$ cat src/rtl/ila_dump_streamer_pkg.sv
// Shared constants, FSM state encoding and sizing helpers for the ILA dump streamer.
package ila_dump_streamer_pkg;

   localparam logic [15:0] ILA_DUMP_MAGIC = 16'hA11A;

   typedef enum logic [2:0] {
      IDLE   = 3'd0,
      SETUP  = 3'd1,
      WAIT   = 3'd2,
      OUT    = 3'd3,
      FINISH = 3'd4
   } state_t;

   function automatic int ceil_div(input int num, input int den);
      return (num + den - 1) / den;
   endfunction

   // Part-select width never collapses to zero, even for single-part samples.
   function automatic int calc_sel_w(input int parts);
      return (parts <= 1) ? 1 : $clog2(parts);
   endfunction

endpackage

$ cat src/rtl/ila_dump_streamer.sv
// Walks the ILA sample buffer after a start command and streams every part-word out on valid/ready.
// Optional header word (magic + sample count) enabled by defining ILA_DUMP_HEADER_EN.
module ila_dump_streamer
   import ila_dump_streamer_pkg::*;
#(
   parameter int DATA_W   = 32,
   parameter int SIGNAL_W = 64,
   parameter int BUFFER_W = 4,
   parameter int LATENCY  = 2,
   localparam int PARTS   = ceil_div(SIGNAL_W, DATA_W),
   localparam int SEL_W   = calc_sel_w(PARTS)
) (
   input  logic                CLK,
   input  logic                RST,
   input  logic                start,
   input  logic                abort,
   input  logic [BUFFER_W-1:0] samples,
   output logic [BUFFER_W-1:0] index,
   output logic [SEL_W-1:0]    value_select,
   input  logic [DATA_W-1:0]   value,
   output logic [DATA_W-1:0]   m_data,
   output logic                m_valid,
   input  logic                m_ready,
   output logic                m_last,
   output logic                busy,
   output logic                done
);

   state_t              state_q;
   logic [BUFFER_W-1:0] count_q;
   logic [BUFFER_W-1:0] index_q;
   logic [SEL_W-1:0]    sel_q;
   logic [2:0]          wait_q;
   logic [DATA_W-1:0]   data_q;
   logic                valid_q;
   logic                last_q;
   logic                busy_q;
   logic                done_q;

   logic                sel_wrap_d;
   logic [SEL_W-1:0]    sel_d;
   logic [BUFFER_W-1:0] index_d;
   logic                last_d;

   assign sel_wrap_d = (sel_q == SEL_W'(PARTS - 1));
   assign sel_d      = sel_wrap_d ? '0 : sel_q + SEL_W'(1);
   assign index_d    = sel_wrap_d ? index_q + BUFFER_W'(1) : index_q;
   assign last_d     = (index_q == count_q - BUFFER_W'(1)) && sel_wrap_d;

`ifdef ILA_DUMP_HEADER_EN
   logic        hdr_q;
   logic [31:0] hdr_word_d;
   assign hdr_word_d = {ILA_DUMP_MAGIC, 16'(samples)};
`endif

   always_ff @(posedge CLK or posedge RST) begin
      if (RST) begin
         state_q <= IDLE;
         count_q <= '0;
         index_q <= '0;
         sel_q   <= '0;
         wait_q  <= '0;
         data_q  <= '0;
         valid_q <= 1'b0;
         last_q  <= 1'b0;
         busy_q  <= 1'b0;
         done_q  <= 1'b0;
`ifdef ILA_DUMP_HEADER_EN
         hdr_q   <= 1'b0;
`endif
      end else begin
         done_q <= 1'b0;
         // FINISH already leads to done, so abort there would only add a second pulse.
         if (abort && state_q != IDLE && state_q != FINISH) begin
            valid_q <= 1'b0;
            last_q  <= 1'b0;
            state_q <= FINISH;
`ifdef ILA_DUMP_HEADER_EN
            hdr_q   <= 1'b0;
`endif
         end else begin
            case (state_q)
               IDLE: begin
                  if (start) begin
                     count_q <= samples;
                     index_q <= '0;
                     sel_q   <= '0;
                     busy_q  <= 1'b1;
`ifdef ILA_DUMP_HEADER_EN
                     data_q  <= DATA_W'(hdr_word_d);
                     valid_q <= 1'b1;
                     last_q  <= (samples == '0);
                     hdr_q   <= 1'b1;
                     state_q <= OUT;
`else
                     state_q <= (samples == '0) ? FINISH : SETUP;
`endif
                  end
               end
               SETUP: begin
                  wait_q  <= 3'(LATENCY - 1);
                  state_q <= WAIT;
               end
               WAIT: begin
                  if (wait_q == 3'd0) begin
                     data_q  <= value;
                     valid_q <= 1'b1;
                     last_q  <= last_d;
                     state_q <= OUT;
                  end else begin
                     wait_q <= wait_q - 3'd1;
                  end
               end
               OUT: begin
                  if (valid_q && m_ready) begin
                     valid_q <= 1'b0;
                     last_q  <= 1'b0;
                     if (last_q) begin
                        state_q <= FINISH;
`ifdef ILA_DUMP_HEADER_EN
                        hdr_q   <= 1'b0;
                     end else if (hdr_q) begin
                        hdr_q   <= 1'b0;
                        state_q <= SETUP;
`endif
                     end else begin
                        // The final word leaves index on count-1, so the address never wraps.
                        index_q <= index_d;
                        sel_q   <= sel_d;
                        state_q <= SETUP;
                     end
                  end
               end
               FINISH: begin
                  done_q  <= 1'b1;
                  busy_q  <= 1'b0;
                  state_q <= IDLE;
               end
               default: state_q <= IDLE;
            endcase
         end
      end
   end

   assign index        = index_q;
   assign value_select = sel_q;
   assign m_data       = data_q;
   assign m_valid      = valid_q;
   assign m_last       = last_q;
   assign busy         = busy_q;
   assign done         = done_q;

endmodule

$ cat config.mk
export PLATFORM = sky130hd
export DESIGN_NAME = ila_dump_streamer
export DESIGN_NICKNAME = d
export VERILOG_FILES = /design/src/rtl/ila_dump_streamer_pkg.sv /design/src/rtl/ila_dump_streamer.sv
export SDC_FILE = /design/constraint.sdc
export NUM_CORES = 1
export LEC_CHECK = 0
export ABC_AREA = 0
export CORE_ASPECT_RATIO = 0.6
export CORE_UTILIZATION = 45
export CTS_BUF_LIST = sky130_fd_sc_hd__clkbuf_2
export CTS_CLUSTER_SIZE = 30
export DETAILED_ROUTE_END_ITERATION = 12
export PLACE_DENSITY_LB_ADDON = 0.3
export SLEW_MARGIN = 20
export SYNTH_ARGS = -nofsm -noshare
export SYNTH_HDL_FRONTEND = slang
export SYNTH_SLANG_ARGS = --single-unit
$ cat constraint.sdc
create_clock -name CLK -period 3.65 [get_ports CLK]
set_input_delay 0.365 -clock CLK [delete_from_list [all_inputs] [get_ports CLK]]
set_output_delay 0.365 -clock CLK [all_outputs]
set_load 0.1 [all_outputs]
==> impl.org <==
** Yosys
- After technology mapping, the gate count stands at 191.
- For this run, asynchronously set or reset flops after synthesis account for 1.000.
- Total of warnings raised by yosys :: 0
- The most used flip-flop cell after synthesis is dfrtp_1.
- Ranked by instance count, the synthesized netlist is headed by 51 x dfrtp_1, 34 x mux2_2, 12 x o21ai_0, 11 x nand2_1, 9 x inv_1.
- Mapped cell area :: 2327 sq um
- dfrtp_1 takes more of the synthesized area than any other cell.
- Post-synthesis register bit count :: 51
- Library cells used by synthesis :: 39
- Post-Synthesis Net Count :: 236
- Count of flip-flops with a built-in enable after synthesis :: 0
- For this run, the register share of the synthesized area comes to 0.5484.
- Average cell area after synthesis :: 12.18 sq um
- Synth top area cells :: dfrtp_1 55%, mux2_2 16%, o21ai_0 2.6%
- Top-area cell type share of the netlist area :: 0.5484
- Most repeated cell in the gate-level netlist after synthesis :: dfrtp_1

** Route
- Wirelength, routed :: 5.007 mm
- Routed vias/inst :: 5.296
- Summing over every cut layer, the via total after detailed routing is 1774.
- Initial DRC Count :: 124
- Dividing the detail-routed wire length by the instance count gives 14.95 microns.
- Total DRC errors in the routed layout :: 0
- Before antenna repair, the detailed router went through 4 iterations.
- Final antenna-violating net count :: 0

** Layout
- In the final design database the tool counted 316 nets.
- Summing all non-filler instances in the final layout gives an area of 3221 sq um.
- Fraction of layout instances using a drive strength above 1 :: 0.1728
- Footprint of the multi-input gates :: 969.7 sq um
- Growth of design area from synthesis to finish :: 38.39%
- Count of antenna diodes in the layout :: 0
- The filler cells instantiated in the layout total 384.
- The sequential cells in the finished layout cover a total of 1276 sq um.

** Clocking
- Clock root cell :: clkbuf_2
- The tree built by TritonCTS fans out to 51 sinks.
- The later pin in the worst-skew pair is clocked with a latency of 420 ps.
- H-tree level count :: 2
- Once the clock tree was built, the setup fixing pass inserted 0 buffers.
- Total clock buffers created by CTS :: 5
- Clock-pin slew was measured on the worst setup and hold paths at 250 ps.
- For this design, the CTS-stage hold fixing added 0 buffers.
- TritonCTS built the clock tree.
- Maximum root-to-sink buffer count :: 2
- After clock tree synthesis, the repair step resized 0 gates.

** Placed design
- At the end of routability-driven placement, the weighted congestion stood at 0.8051.
- The placed instances occupy a cell area of 3177 sq um.
- Post-detailed-placement half-perimeter wirelength :: 3.676 mm
- Input and output buffers added on the ports amount to 81.

** Floorplan
- The die covers 5473 sq um.
- In this run the count of I/O pins placed on the die edge is 82.
- The region available for standard cell placement spans 4778 sq um.
- Die W :: 94.84 microns
- The floorplan step set the die height to 57.71 microns.
- For this configuration, the core starts out at a cell density of 0.4870.
- The floorplan has 19 rows.

** Global route
- In the global route stage, overall resource usage came out at 0.1958.
- Initial antenna violation count :: 0
- Total grt overflow :: 0
- Entering global routing, the biggest net connects 52 pins.
- The first global-routing pass estimated 8.114 mm of wire.
- Vias in the first global route :: 1673

** STA
- Hold Vio Cnt, Final :: 0
- Slew at the pin closest to its max-slew limit :: 1003 ps
- Setup repair after global routing left no endpoint under its margin.
- Between clock sinks in the finished design, the worst skew comes to 11.59 ps.
- Setup violations remaining at the end of the flow were counted as 0.
- The final max-slew violation count came to 0.
- Tmin final :: 2477 ps
- Summed over all failing endpoints, the final setup total negative slack is 0 ps.
- Measured against its own limit, the worst slew margin works out to 0.3294.
- Maximum operating frequency :: 403.7 MHz
- In the finished design, the share of the clock period the worst path needs comes to 0.6787.

** Critical path
- Critical path class :: flop to primary output
- For the worst setup path, the data required time is 3280 ps.
- Worst reg2reg endpoint :: index[3]$_DFFE_PP0P_
- For this run, the slowest stage of the critical path takes 1180 ps.
- In this run the critical register-to-register path is launched from state_q[1]$_DFFE_PP0P_.
- The setup check on the worst reg-to-reg path leaves a slack of 1630 ps.
- Kind of start point of the critical path :: flop
- The worst register-to-register path has a depth of 4.
- Crit-path cells :: clkdlybuf4s50_1
- Arrival time at the worst endpoint :: 2110 ps
- STA classifies the critical path endpoint as a primary output.
- Number of buffers and inverters on the critical path :: 1
- Among all stages on the critical path, the largest delay is contributed by clkdlybuf4s50_1.
- In this run the worst path has a maximum fanout of 7.
- Gate family responsible for the most delay along the worst path :: buffers and inverters

** Pwr
- Leakage power summed over all cells :: 1.426 nW
- In this run the power density over the cells is 781.0 nW/um^2.
- Total Power Consumption :: 2.515 mW
- Across the VDD grid, the largest voltage drop is 0.4604 mV.

** Run status
- The run finished with clean final reports.

** Flow run
- Across the run, the number of max-cap violations was 0.

** Worst hold path
- Worst hold-check path type :: input port to async pin
## kinds of logic after synthesis
logic type / count (synthesis) / share of synthesized area
AO/OA/AOI/OAI: 37 / 0.1091
flip-flops: 51 / 0.5484
AND/OR/NAND/NOR: 42 / 0.1027
XOR/XNOR: 5 / 0.01882
multiplexers: 34 / 0.1645
adder cells (fa/ha/maj): 4 / 0.02151
buffers and inverters: 18 / 0.03494
## metrics by stage
stage	instances	setup slack [ps]	utilization	hold slack, ps
3_5_place_dp	327	1415	0.6648	492.1
5_1_grt	335	1042	0.6740	397.4
2_1_floorplan	191	1596	-	481.8
6_report	335	1173	0.6740	362.8
4_1_cts	335	1144	0.6737	488.3
3_3_place_gp	327	1472	0.6648	486.6
## where the power goes
group          total (mW)  internal, mW  switching, mW
combinational        1.43         0.413           1.02
clock               0.221        0.0488          0.172
sequential          0.863         0.716          0.147
total                2.52          1.18           1.34
## layout by cell type (no fill, tap or decap), types with 2 or more instances in the layout
master           count
clkdlybuf4s50_1     81
dfrtp_1             51
mux2_2              34
o21ai_0             12
nand2_1             11
inv_1                8
a21oi_1              8
nor2_1               6
clkbuf_2             6
nor4_1               5
nand3_1              5
ha_1                 4
nand2b_1             3
xor2_1               3
nor2b_1              2
a21o_1               2
o21bai_1             2
or3_1                2
a31oi_1              2
clkinv_2             2
xnor2_1              2
o31a_1               2
## registers in the layout, indices dropped and copies added, names as in the netlist
name          cells
m_data           32
wait_q            3
count_q           4
state_q           3
index             4
done              1
m_last            1
m_valid           1
value_select      1
busy              1
## worst register-to-register path: cells and delay by family, from the launching register on
family | cells | cell delay, ps
and+or+nand+nor | 2 | 1070
DFF | 1 | 650
AOI/OAI and AO/OA | 2 | 250
## metal layers
| metal | GRT usage | wire length (microns) | vias up |
|---|---|---|---|
| li1 | - | - | 847 |
| met1 | 0.2909 | 2424 | 856 |
| met2 | 0.2775 | 2149 | 64 |
| met3 | 0.05512 | 385 | 7 |
| met4 | 0.06277 | 48 | 0 |
| met5 | 0 | 0 | - |
## layout make-up
cell class                 count  share of cell area
timing repair buffer          82              0.2541
sequential                    51              0.3963
inverter                       9             0.01088
tap                           63             0.02448
clock buffer                   6            0.009324
multi-input combinational    122              0.3011
clock inverter                 2            0.003885
## worst max path at each step
stage                                     from                endpoint  cells after the start  slack [ps]
after global placement                   abort  m_data[16]$_DFFE_PP0P_                      5        1470
after floorplan            m_valid$_DFFE_PP0P_    index[3]$_DFFE_PP0P_                      4        1600
final                       m_last$_DFFE_PP0P_                  m_last                      1        1170
after detailed placement                 abort   m_data[3]$_DFFE_PP0P_                      5        1420
after CTS                 index[0]$_DFFE_PP0P_                index[0]                      1        1140
after global routing      index[0]$_DFFE_PP0P_                index[0]                      1        1040
Power figures use the tool's default switching activity.
